==> src/rtl/potato_pkg.sv <==
// Shared definitions for the potato timer run-time sequencer:
// run-state encodings, BCD digit limits and an mm:ss time record.
package potato_pkg;

  typedef enum logic [1:0] {
    RUN_IDLE = 2'd0,
    RUN_DOWN = 2'd1,
    RUN_UP   = 2'd2
  } run_state_e;

  localparam logic [3:0] BCD_UNITS_MAX = 4'd9;
  localparam logic [3:0] BCD_TENS_MAX  = 4'd5;

  typedef struct packed {
    logic [3:0] m2;
    logic [3:0] m1;
    logic [3:0] s2;
    logic [3:0] s1;
  } bcd_time_t;

  function automatic logic bcd_is_zero(input bcd_time_t t);
    return (t == '0);
  endfunction

endpackage

==> src/rtl/potato_tick_gen.sv <==
// Prescaler producing one tick every TICK_DIV enabled cycles; the count
// freezes while disabled so a pause neither loses nor gains time.
module potato_tick_gen #(
  parameter int unsigned TICK_DIV = 100_000_000
) (
  input  logic clk,
  input  logic rst,
  input  logic clear_i,
  input  logic enable_i,
  output logic tick_o
);

  localparam int unsigned CW = $clog2(TICK_DIV);
  localparam logic [CW-1:0] LAST = CW'(TICK_DIV - 1);

  logic [CW-1:0] count_q;

  always_ff @(posedge clk or posedge rst) begin
    if (rst) begin
      count_q <= '0;
    end else if (clear_i) begin
      count_q <= '0;
    end else if (enable_i) begin
      count_q <= (count_q == LAST) ? '0 : count_q + 1'b1;
    end
  end

  assign tick_o = enable_i && !clear_i && (count_q == LAST);

endmodule

==> src/rtl/potato_timer_ctrl.sv <==
// Run-time sequencer: loads a BCD mm:ss preset, counts down or up on 1 s
// ticks, handles pause/abort and pulses finish/timeout at the end of a run.
module potato_timer_ctrl
  import potato_pkg::*;
#(
  parameter int unsigned TICK_DIV    = 100_000_000,
  parameter int unsigned UP_LIMIT_M2 = 5,
  parameter int unsigned UP_LIMIT_M1 = 9
) (
  input  logic       clk,
  input  logic       rst,
  input  logic       start_down,
  input  logic       start_up,
  input  logic       pause,
  input  logic       abort,
  input  logic [3:0] preset_m2,
  input  logic [3:0] preset_m1,
  input  logic [3:0] preset_s2,
  input  logic [3:0] preset_s1,
  output logic [3:0] cur_m2,
  output logic [3:0] cur_m1,
  output logic [3:0] cur_s2,
  output logic [3:0] cur_s1,
  output logic [1:0] run_state,
  output logic       paused,
  output logic       tick,
  output logic       finish,
  output logic       timeout
);

  localparam bcd_time_t LIMIT = {4'(UP_LIMIT_M2), 4'(UP_LIMIT_M1), BCD_TENS_MAX, BCD_UNITS_MAX};

  run_state_e state_q;
  bcd_time_t  cur_q;
  bcd_time_t  cur_dec;
  bcd_time_t  cur_inc;
  bcd_time_t  preset;
  logic       paused_q;
  logic       tick_q;
  logic       finish_q;
  logic       timeout_q;
  logic       is_idle;
  logic       go_down;
  logic       go_up;
  logic       tick_int;

  assign preset  = {preset_m2, preset_m1, preset_s2, preset_s1};
  assign is_idle = (state_q == RUN_IDLE);
  assign go_down = !abort && is_idle && start_down;
  assign go_up   = !abort && is_idle && !start_down && start_up;

  potato_tick_gen #(.TICK_DIV(TICK_DIV)) u_tick_gen (
    .clk      (clk),
    .rst      (rst),
    .clear_i  (abort || go_down || go_up),
    .enable_i (!is_idle && !paused_q),
    .tick_o   (tick_int)
  );

  // Borrow/carry chains; DOWN never sees 00:00 and UP stops at LIMIT.
  always_comb begin
    cur_dec = cur_q;
    if (cur_q.s1 != 4'd0) begin
      cur_dec.s1 = cur_q.s1 - 4'd1;
    end else begin
      cur_dec.s1 = BCD_UNITS_MAX;
      if (cur_q.s2 != 4'd0) begin
        cur_dec.s2 = cur_q.s2 - 4'd1;
      end else begin
        cur_dec.s2 = BCD_TENS_MAX;
        if (cur_q.m1 != 4'd0) begin
          cur_dec.m1 = cur_q.m1 - 4'd1;
        end else begin
          cur_dec.m1 = BCD_UNITS_MAX;
          cur_dec.m2 = cur_q.m2 - 4'd1;
        end
      end
    end

    cur_inc = cur_q;
    if (cur_q.s1 != BCD_UNITS_MAX) begin
      cur_inc.s1 = cur_q.s1 + 4'd1;
    end else begin
      cur_inc.s1 = 4'd0;
      if (cur_q.s2 != BCD_TENS_MAX) begin
        cur_inc.s2 = cur_q.s2 + 4'd1;
      end else begin
        cur_inc.s2 = 4'd0;
        if (cur_q.m1 != BCD_UNITS_MAX) begin
          cur_inc.m1 = cur_q.m1 + 4'd1;
        end else begin
          cur_inc.m1 = 4'd0;
          cur_inc.m2 = cur_q.m2 + 4'd1;
        end
      end
    end
  end

  always_ff @(posedge clk or posedge rst) begin
    if (rst) begin
      state_q   <= RUN_IDLE;
      cur_q     <= '0;
      paused_q  <= 1'b0;
      tick_q    <= 1'b0;
      finish_q  <= 1'b0;
      timeout_q <= 1'b0;
    end else begin
      tick_q    <= 1'b0;
      finish_q  <= 1'b0;
      timeout_q <= 1'b0;
      if (abort) begin
        state_q  <= RUN_IDLE;
        paused_q <= 1'b0;
      end else if (is_idle) begin
        if (go_down) begin
          cur_q <= preset;
          if (bcd_is_zero(preset)) finish_q <= 1'b1;
          else                     state_q  <= RUN_DOWN;
        end else if (go_up) begin
          cur_q   <= '0;
          state_q <= RUN_UP;
        end
      end else begin
        if (pause) paused_q <= !paused_q;
        // The tick lands first; a terminal tick then overrides the pause toggle.
        if (tick_int) begin
          tick_q <= 1'b1;
          if (state_q == RUN_DOWN) begin
            cur_q <= cur_dec;
            if (bcd_is_zero(cur_dec)) begin
              state_q  <= RUN_IDLE;
              paused_q <= 1'b0;
              finish_q <= 1'b1;
            end
          end else begin
            cur_q <= cur_inc;
            if (cur_inc == LIMIT) begin
              state_q   <= RUN_IDLE;
              paused_q  <= 1'b0;
              timeout_q <= 1'b1;
            end
          end
        end
      end
    end
  end

  assign cur_m2    = cur_q.m2;
  assign cur_m1    = cur_q.m1;
  assign cur_s2    = cur_q.s2;
  assign cur_s1    = cur_q.s1;
  assign run_state = state_q;
  assign paused    = paused_q;
  assign tick      = tick_q;
  assign finish    = finish_q;
  assign timeout   = timeout_q;

endmodule
==> config.mk <==
export PLATFORM = sky130hd
export DESIGN_NAME = potato_timer_ctrl
export DESIGN_NICKNAME = d
export VERILOG_FILES = /design/src/rtl/potato_pkg.sv /design/src/rtl/potato_tick_gen.sv /design/src/rtl/potato_timer_ctrl.sv
export SDC_FILE = /design/constraint.sdc
export NUM_CORES = 1
export LEC_CHECK = 0
export ABC_AREA = 0
export CAP_MARGIN = 20
export CORE_MARGIN = 10
export CORE_UTILIZATION = 30
export DETAILED_ROUTE_END_ITERATION = 7
export PLACE_DENSITY = 0.52
export SLEW_MARGIN = 5
export SYNTH_ARGS = -nofsm -noshare
export SYNTH_HDL_FRONTEND = slang
export SYNTH_HIERARCHICAL = 1
export SYNTH_SLANG_ARGS = --single-unit
==> constraint.sdc <==
create_clock -name clk -period 5.9 [get_ports clk]
set_input_delay 0.59 -clock clk [delete_from_list [all_inputs] [get_ports clk]]
set_output_delay 0.59 -clock clk [all_outputs]
set_load 0.01 [all_outputs]
# Word-level counts from Yosys, hierarchy flattened
# Index checks and enable logic that the tools add are counted.
# word_totals
regBits	49
word_cells	108
# classes
n_bitwise	1
mux	51
n_addsub	9
reduce_logical	26
n_eq_ne	11
# ops
op	n
$mux W27	3
$mux W16	5
$logic_not A16 Y1	2
$mux W4	8
$add A27 B1 Y27 const B	1
$eq A27 B27 Y1 const B	1
$mux W12	2
$mux W1	22
$mux W2	9
$add A4 B1 Y4 const B	4
$eq A16 B15 Y1 const B	1
$mux W8	2
$reduce_bool A4 Y1	4
$sub A4 B1 Y4 const B	4
$ne A4 B4 Y1 const B	3
$ne A4 B3 Y1 const B	2
$logic_and A1 B1 Y1	7
$logic_not A1 Y1	5
$reduce_and A5 Y1	1
$ne A4 B2 Y1 const B	1
$reduce_bool A2 Y1	2
$ne A3 B1 Y1 const B	1
$reduce_and A3 Y1	1
$reduce_bool A3 Y1	1
other kinds (5)	6

# Longest topological paths before layout
# Gate-level depths: netlist (run 1).
# logic_depth
ltp_word	11
ltp_mapped	12
ltp_nobuf	10

# Cells and area by module
# The synthesis (run 1) kept the hierarchy.
# by_module_without_submodules
module	instances	area_each_um2	seq_area_each_um2	cells_each
potato_timer_ctrl	1	1994.4	550.5	249
potato_tick_gen	1	1632.8	675.6	180

# Worst setup path after synthesis (run 1)
# No wires, ideal clock.
# synth_path
path_kind	register to register
from	register state_q[1] (netlist: run_state[1])
to	register cur_q (netlist bit cur_m2[3])
required_time_ns	5.766
n_path_buf	3
slack_ns	3.281
setup_ns	0.134
path_stages_with_launch	13
t_arrival_ns	2.486
path_cell_list	dfrtp_1 clkbuf_1 nor2_1 o21ai_0 nand2b_1 nand2b_1 nor2_1 o21ba_2 or3_1 clkbuf_1 buf_2 o21ai_0 o211ai_1
# synth_between
elab_chain_cells	10
# synth_rtl
item	line_no	rtl
from (decl)	potato_timer_ctrl.sv:33	run_state_e state_q;
from (signal assigned)	potato_timer_ctrl.sv:101	state_q <= RUN_IDLE;
from (signal assigned)	potato_timer_ctrl.sv:112	state_q <= RUN_IDLE;
from (signal assigned)	potato_timer_ctrl.sv:118	else state_q <= RUN_DOWN;
$logic_not A2 Y1 *	potato_timer_ctrl.sv:48	assign is_idle = (state_q == RUN_IDLE);
$logic_and A1 B1 Y1	potato_timer_ctrl.sv:49, potato_timer_ctrl.sv:50	
$logic_and A1 B1 Y1, on equally long branches	potato_timer_ctrl.sv:49, potato_timer_ctrl.sv:50	
$logic_or A1 B1 Y1 or $logic_and A1 B1 Y1 (tied branches)	potato_timer_ctrl.sv:55, potato_timer_ctrl.sv:50	
$logic_or A1 B1 Y1	potato_timer_ctrl.sv:55	.clear_i (abort || go_down || go_up),
$logic_not A1 Y1	potato_tick_gen.sv:28	assign tick_o = enable_i && !clear_i && (count_q == LAST);
$logic_and A1 B1 Y1 * (2 in a row)	potato_tick_gen.sv:28	
net tick_int	potato_timer_ctrl.sv:45	logic tick_int;
$reduce_bool A2 Y1 (no source line) *	-	
$reduce_and A3 Y1 (no source line) *	-	
to (signal assigned)	potato_timer_ctrl.sv:116	cur_q <= preset;
to (signal assigned)	potato_timer_ctrl.sv:129	cur_q <= cur_dec;
to (signal assigned)	potato_timer_ctrl.sv:136	cur_q <= cur_inc;
to (decl)	potato_timer_ctrl.sv:34	bcd_time_t cur_q;
# Mark *: on every way through the listed nets, which the timed path passes. The rest lies on a longest branch. The select of a mux whose other input is x is not followed.
# A chain may end at the register's enable or synchronous reset.

# Final worst setup path (run 1)
# Same ends and word-level chain as after synthesis.

==> results.md, run 1 <==
- The most common cell in the synthesized netlist is sky130_fd_sc_hd__dfrtp_1.
- The cell with the largest stage delay on the worst path is sky130_fd_sc_hd__dfrtp_1.
- The remaining max-slew budget at the tightest pin is 0.284.
- The root buffer selected by CTS is sky130_fd_sc_hd__clkbuf_16.
- Of the total power, the share spent switching nets is 0.409.
- In this run the count of I/O pins placed on the die edge is 44.
- The library cell occupying the most area in the post-synthesis netlist is sky130_fd_sc_hd__dfrtp_1.
- The area growth from synthesis to layout is 18.0%.
- The number of max-capacitance violations reported is 0.
- The wire length of the first global-routing pass is 18,100 µm.
- After clock tree synthesis, the clock-pin slew on the worst setup and hold paths is 0.07 ns.
- For this block, the routed nets add up to 11,000 µm of wire.
- The logic gate share of total power is 0.386.
- The number of global-route vias before repair came to 3,337.
- The number of nets handed over by synthesis was 454.
- The number of endpoints with negative hold slack in the final report came to 0.
- The synthesized area divided by synthesized cell count is 8.46 µm².
- Sorting the synthesized cells by how often they occur yields sky130_fd_sc_hd__dfrtp_1 (49), sky130_fd_sc_hd__nand2_1 (37), sky130_fd_sc_hd__a21oi_1 (33).
- Data on the critical path arrives at its endpoint at 3.74 ns.
- Setup repair after global routing left no endpoint under its margin.
- Clock latency on the worst-skew pair, taken at its later pin, is 0.29 ns.
- The count of endpoints failing setup in the final report is 0.
- The cell count after synthesis is 429.
- The total count of max-transition violations in the final report was 0.
- The highest ir drop seen on vdd is 0.000134 V.
- Once placement finished, the instance area stood at 4140 µm².
- The repair_antennas step left the layout with diodes totalling 0.
- Across every metal layer, demand over resource in global routing totals 0.132.
- In this run the power density over the cells is 302 nW/µm².
- The flow ran to the end, and the final reports show no timing, DRC or antenna violations.
- Dividing the detail-routed wire length by the instance count gives 18.4 µm.
- The horizontal die dimension is 130 µm.
- Wire segments on met3 add up to 867 µm in the final route.
- The startpoint identified for the worst register-to-register timing path is run_state[1]$_DFFE_PP0P_.
- The shortest period the worst path allows is 3.53 ns.
- Among cell families on the critical path, the largest total delay comes from simple AND/OR/NAND/NOR gates.
- The most instantiated flip-flop cell in the synthesis netlist is sky130_fd_sc_hd__dfrtp_1.
- Clock tree synthesis inserted a total of 5 buffers.
- The length of routed wiring on met1 is 5380 µm.
- In the final timing run, aggregate negative setup slack is 0 ns.
- In the final design database the tool counted 475 nets.
- The largest net degree at the start of global routing is 39.
- The launch instance of the worst min-delay path is u_tick_gen/count_q[23]$_DFFE_PP0P_.
- The share of synthesized area in the top cell type comes to 0.338.
- After detailed routing, the met2 layer carries 4670 µm of wire.
- The setup fix buffers added after clock tree synthesis is 0.
- The buffer and inverter count on the worst path is 0.
- The placement row count is 40.
- The number of enable flip-flop cells after synthesis is 0.
- The cell area after technology mapping is 3630 µm².
- The analysis attributes to cell leakage a power of 0.00159 µW.
- For the worst setup path, the data required time is 6.11 ns.
- The analysis attributes to net switching a power of 529 µW.
- Before antenna repair, the detailed router went through 5 iterations.
- The share of the yosys chip area belonging to registers is 0.338.
- The half-perimeter wire length after detailed placement is 7670 µm.
- After global routing the overflow that remains totals 0.
- The share of async-settable or async-resettable flops after synthesis is 1.00.
- The maximum number of buffers from clock root to sink is 2.
- The CTS tree is done.
- The number of warnings issued by yosys is 6.
- The flip-flop and latch count after synthesis is 49.
- The y dimension of the die is 130 µm.
- The internal power contribution is 764 µW.
- The worst setup path is captured at a register.
- The setup path with the least slack is of type register to register.
- Buffers inserted to repair hold after CTS numbered 0.
- The critical path starts at run_state[1]$_DFFE_PP0P_.
- The number of vias per cell after detailed routing is 5.88.
- For this run, design rule violations remaining after detail routing come to 0.
- The highest layer used for signal routing is met4.
- Synthesis instantiated 80 different standard cells from the library.
- The initial standard-cell utilization of the core is 0.305.
- The fraction of power consumed by sequential logic is 0.385.
- The number of DRC markers in iteration 0 is 338.
- Clock tree synthesis found a total of 49 sinks.
- The number of antenna violations at the first check in global routing came to 0.
- The clock network fraction of design power is 0.229.
- The slew at the pin with the worst max-slew slack is 1.07 ns.
- The total number of vias is 3,519.
- The largest stage delay on the critical path is 0.98 ns.
- The startpoint type of the worst setup path is a register.
- CTS built an H-tree with a depth of 2.
- After routing the design area is 4280 µm².
- Along the worst path, the maximum fanout reaches 25.
- Of the available clock period, the critical path in the final layout requires 0.599.
- At the end of routability-driven placement, the weighted congestion stood at 0.820.
- The total die area is 16,900 µm².
- In the post-synthesis netlist, the biggest area contributors are sky130_fd_sc_hd__dfrtp_1 (34%), sky130_fd_sc_hd__a21oi_1 (4.6%), sky130_fd_sc_hd__o21ai_0 (3.9%), sky130_fd_sc_hd__nand2_1 (3.8%), sky130_fd_sc_hd__a31oi_1 (2.8%).
- After floorplanning, the core was sized to cover 11,900 µm².
- In this run the tool buffered the top-level ports with 43 buffer cells.
- The path class of the lowest-slack min-delay path is register to register.
- The critical path goes through nor2_1 -> o21ai_0 -> nand2b_1 -> nand2b_1 -> nor2_1 -> o21ba_2 -> or3_1 -> nor4_1 -> o21ai_0 -> o211ai_1.
- Derived from the worst setup path, the maximum achievable clock frequency is 0.283 GHz.
- The remaining antenna violation count is 0.
- The clock arrives with 0.00721 ns of skew.
- The post-CTS resize count is 0.
- The layout cell share with drive strength beyond 1 is 0.0865.
worst reg2reg max path, stage by stage, from the launching register on:
cell and delay, ns:
sky130_fd_sc_hd__dfrtp_1 0.98, sky130_fd_sc_hd__nor2_1 0.17, sky130_fd_sc_hd__o21ai_0 0.13, sky130_fd_sc_hd__nand2b_1 0.19
sky130_fd_sc_hd__nand2b_1 0.24, sky130_fd_sc_hd__nor2_1 0.18, sky130_fd_sc_hd__o21ba_2 0.19, sky130_fd_sc_hd__or3_1 0.71
sky130_fd_sc_hd__nor4_1 0.39, sky130_fd_sc_hd__o21ai_0 0.12, sky130_fd_sc_hd__o211ai_1 0.14
logic make-up after synthesis:
kind of cell | share of synthesized area
and+or+nand+nor | 0.291
buffers and inverters | 0.0590
AOI/OAI and AO/OA | 0.255
muxes | 0.0290
xor gates and xnor gates | 0.0169
DFF | 0.338
adders and majority gates | 0.0103
layer usage:
layer,up-vias,track usage
met5,-,0
li1,1686,-
met1,1687,0.194
met3,7,0.0329
met2,139,0.187
met4,0,0.0317
per-stage QoR:
step	utilization	hold WS, ns	power [µW]	instances	setup WS [ns]
final	0.359	0.486	1290	598	2.37
after global routing	0.359	0.533	1380	598	2.12
after CTS	0.359	0.485	1300	598	2.40
after detailed placement	0.347	0.477	996	590	2.34
after global placement	0.345	0.471	991	589	2.38
after floorplan	-	0.445	807	429	3.28
layout by cell type, fill, tap and decap left out, drive strengths merged, types with 5 or more instances in the layout:
cell type and count:
dfrtp 49, clkdlybuf4s50 43, nand2 37, a21oi 33
o21ai 32, nor2 21, inv 17, nand3 17
a31oi 16, nand4 16, nor4 13, nand2b 9
nor3 9, o211ai 7, and3 7, nor2b 6
mux2i 6, or4 6, clkbuf 6, and4 6
or3 5, o22ai 5, xnor2 5, a22o 5
sequential cells by signal, indices dropped and copies added, names as in the netlist:
| signal | cells |
|---|---|
| cur_m1 | 4 |
| cur_m2 | 4 |
| cur_s1 | 4 |
| cur_s2 | 4 |
| finish | 1 |
| paused | 1 |
| run_state | 2 |
| tick | 1 |
| timeout | 1 |
| u_tick_gen/count_q | 27 |
final cells by class:
| type | instances | area, µm² |
|---|---|---|
| Sequential cell | 49 | 1230 |
| Clock inverter | 2 | 15.0 |
| Timing Repair Buffer | 46 | 473 |
| Fill cell | 1226 | 7630 |
| Tap cell | 147 | 184 |
| Inverter | 17 | 63.8 |
| Clock buffer | 6 | 129 |
| Multi-Input combinational cell | 331 | 2190 |
power groups by stage:
stage / clock network (µW) / registers, µW / logic, µW
finish: 296 / 497 / 499
detailed placement: 0 / 500 / 495
CTS: 303 / 496 / 499
floorplan: 0 / 447 / 361
global placement: 0 / 500 / 491
global route: 313 / 513 / 549
path summary, 6_finish.rpt:
kind,to,slack [ns],cells past startpoint
hold / removal,u_tick_gen/count_q[23]$_DFFE_PP0P_,0.49,1
min in group asynchronous,u_tick_gen/count_q[13]$_DFFE_PP0P_,0.72,2
setup / recovery,cur_m2[3]$_DFFE_PP0P_,2.37,10
max in group asynchronous,timeout$_DFF_PP0_,4.49,2
hold reg to reg,u_tick_gen/count_q[23]$_DFFE_PP0P_,0.49,1
setup reg to reg,cur_m2[3]$_DFFE_PP0P_,2.37,10
Power figures use the tool's default switching activity.
==> run 2, diff against run 1 <==
Settings changed: PLACE_DENSITY 0.52 to 0.54.
Clock period 5.9 ns to 3.1 ns, I/O delays scaled along.
==> results.md, run 2 (same netlist as run 1, synthesis figures left out) <==
- Setup repair after global routing left no endpoint under its margin.
- The total number of vias is 3,552 (+0.94%).
- The maximum net fanout on the critical path is 10 (-60%).
- The global-route congestion overflow total is 0 (unchanged).
- The signal on the critical path passes through nor4bb_1 -> and4_4 -> nand2_1 -> nor2_1 -> o21ba_2 -> or3_1 -> buf_4 -> o21ai_0 -> o211ai_1.
- The clock-pin transition on the worst setup and hold timing paths was 0.08 ns (about the same).
- The critical path data required time is 3.26 ns (-2.85 ns).
- The wire length of the first global-routing pass is 17,900 µm (-0.83%).
- The achievable clock frequency is 0.363 GHz (+28%).
- The largest net degree at the start of global routing is 28 (-28%).
- The post-detailed-route wirelength per cell came to 17.9 µm (-2.8%).
- The half-perimeter wire length after detailed placement is 8000 µm (+4.3%).
- The leakage component of the power was 0.00167 µW (+4.8%).
- By startpoint and endpoint, the worst setup path is classified as register to register.
- The net count reported at finish is 491 (+3.4%).
- The count of endpoints failing setup in the final report came to 0 (unchanged).
- The internal reg-to-reg setup slack is 0.34 ns (-2.02 ns).
- The count of hold-fix buffers inserted at cts was 0 (unchanged).
- TritonCTS built the clock tree.
- The placement row count is 40 (unchanged).
- Among cell families on the critical path, the largest total delay comes from simple AND/OR/NAND/NOR gates.
- The number of antenna violations at the first check in global routing is 0 (unchanged).
- The layout cell share with drive strength beyond 1 is 0.120 (+0.0334).
- The highest ir drop seen on vdd is 0.000303 V (+130%).
- The worst reg-to-reg path cell count was 9 (-1).
- The total count of max-transition violations in the final report is 0 (unchanged).
- The number of vias per cell after detailed routing came to 5.79 (-1.7%).
- Among all stages on the critical path, the largest delay is contributed by sky130_fd_sc_hd__or3_1.
- The number of endpoints with negative hold slack in the final report is 0 (unchanged).
- The remaining max-slew budget at the tightest pin is 0.385 (+0.101).
- The library cell used most frequently in the layout, excluding fill and tap cells, is sky130_fd_sc_hd__dfrtp_1.
- The total power density per cell area came to 573 nW/µm² (+90%).
- The setup fix buffers added after clock tree synthesis is 0 (unchanged).
- The first-pass iteration count of the detailed router came to 5 (unchanged).
- The number of levels the H-tree was split into is 2 (unchanged).
- The post-route clock period utilization is 0.889 (+0.290).
- The clock skew after layout is 0.00702 ns (-0.000185 ns).
- The diode insertion count for antenna repair is 0 (unchanged).
- The global-route usage over all layers came to 0.131 (-0.00132).
- In this run the clock root is driven by a sky130_fd_sc_hd__clkbuf_16.
- In this run the worst hold path is classified as input pin to asynchronous set/reset pin.
- The setup slack of the critical path after layout is 0.345 ns (-2.02 ns).
- The register with the highest flop count is u_tick_gen/count_q.
- Leaving out fill and tap cells, the most frequent cells in the layout are sky130_fd_sc_hd__dfrtp_1 (49), sky130_fd_sc_hd__clkdlybuf4s50_1 (43), sky130_fd_sc_hd__nand2_1 (37), sky130_fd_sc_hd__a21oi_1 (32), sky130_fd_sc_hd__o21ai_0 (28).
- The core box area is 11,900 µm² (unchanged).
- The number of DRC markers in iteration 0 was 281 (-17%).
- The end of the worst register-to-register path is cur_m2[3]$_DFFE_PP0P_.
- Compared with the post-synthesis result, the final layout area differs by 21.0%.
- The post-CTS resize count came to 0 (unchanged).
- The shortest period the worst path allows is 2.76 ns (-0.777 ns).
- The largest stage delay on the critical path is 0.55 ns (-0.43 ns).
- The initial standard-cell utilization of the core was 0.305 (unchanged).
- The global placement routability congestion is 0.891 (+8.7%).
- The flow ran to the end, and the final reports show no timing, DRC or antenna violations.
- The clock insertion delay at the later pin of the skew report is 0.29 ns (about the same).
- The total die area is 16,900 µm² (unchanged).
- The number of port buffers was 43 (unchanged).
- The number of buffers created by CTS is 5 (unchanged).
- The startpoint identified for the worst register-to-register timing path is u_tick_gen/count_q[12]$_DFFE_PP0P_.
- The worst slack after detailed placement is 0.200 ns (-2.14 ns).
- The worst path arrival time is 2.92 ns (-0.82 ns).
- The slew at the pin with the worst max-slew slack is 0.921 ns (-0.148 ns).
- The horizontal die dimension is 130 µm (unchanged).
- The number of DRC violations after detailed routing is 0 (unchanged).
- The buffer and inverter count on the worst path is 1 (+1).
- The number of clock sinks is 49 (unchanged).
- The worst setup path is launched from a register.
- The number of max-capacitance violations reported came to 0 (unchanged).
- The flip-flop count of the largest register after layout is 27 (unchanged).
- The y dimension of the die was 130 µm (unchanged).
- The post-layout utilization of the core is 0.368 (+0.00903).
- The maximum number of buffers from clock root to sink came to 2 (unchanged).
- The routed wire length is 11,000 µm (-0.23%).
- The number of fill cells in the layout is 1,236 (+0.82%).
- The launching element of the worst setup path is u_tick_gen/count_q[12]$_DFFE_PP0P_.
- The number of global-route vias before repair was 3,397 (+1.8%).
- The top-level port count is 44 (unchanged).
- The remaining antenna violation count came to 0 (unchanged).
- The sum of negative setup slack came to 0 ns (unchanged).
- STA classifies the critical path endpoint as a register.
## run 2: stage by stage
stage | instance area [µm²] | instances | power [µW] | hold WS (ns)
after floorplan | 3630 | 429 | 1540 | 0.299
after global placement | 4240 | 606 | 1930 | 0.476
after detailed placement | 4240 | 606 | 1930 | 0.478
after CTS | 4390 | 614 | 2530 | 0.467
after global routing | 4390 | 614 | 2670 | 0.506
final | 4390 | 614 | 2520 | 0.440
## run 2: where the power goes
part	internal (µW)	leakage [µW]	total (µW)	switching (µW)
Combinational	473	0.000930	1030	552
Sequential	714	0.000671	908	194
Clock	306	0.0000680	583	277
Total	1490	0.00167	2520	1020
## run 2: routing by layer
| metal | GRT usage | part of all wire | vias to the layer above |
|---|---|---|---|
| met5 | 0 | 0 | - |
| met4 | 0.0298 | 0.010 | 0 |
| met3 | 0.0325 | 0.062 | 13 |
| met2 | 0.208 | 0.46 | 102 |
| met1 | 0.174 | 0.47 | 1721 |
| li1 | - | - | 1716 |
## run 2: final cells by class
type                       count  area, µm²  share of cell area
multi-input combinational    331       2190               0.499
clock buffer                   5        125              0.0285
tap                          147        184              0.0419
inverter                      17       63.8              0.0145
clock inverter                 3       26.3             0.00599
timing repair buffer          62        573               0.131
sequential                    49       1230               0.279
## run 2: worst max path at each step
stage | endpoint | slack [ns] | cells past startpoint
finish | cur_m2[3]$_DFFE_PP0P_ | 0.34 | 9
global route | cur_m2[3]$_DFFE_PP0P_ | 0.13 | 9
CTS | cur_m2[3]$_DFFE_PP0P_ | 0.39 | 10
detailed placement | cur_m2[3]$_DFFE_PP0P_ | 0.20 | 10
global placement | cur_m2[3]$_DFFE_PP0P_ | 0.27 | 10
floorplan | cur_m2[3]$_DFFE_PP0P_ | 0.48 | 12
## run 2: worst reg2reg max path, stage by stage, from the launching register on
cell                       delay, ns
sky130_fd_sc_hd__dfrtp_1        0.47
sky130_fd_sc_hd__nor4bb_1       0.35
sky130_fd_sc_hd__and4_4         0.33
sky130_fd_sc_hd__nand2_1        0.07
sky130_fd_sc_hd__nor2_1         0.15
sky130_fd_sc_hd__o21ba_2        0.19
sky130_fd_sc_hd__or3_1          0.55
sky130_fd_sc_hd__buf_4          0.25
sky130_fd_sc_hd__o21ai_0        0.15
sky130_fd_sc_hd__o211ai_1       0.11
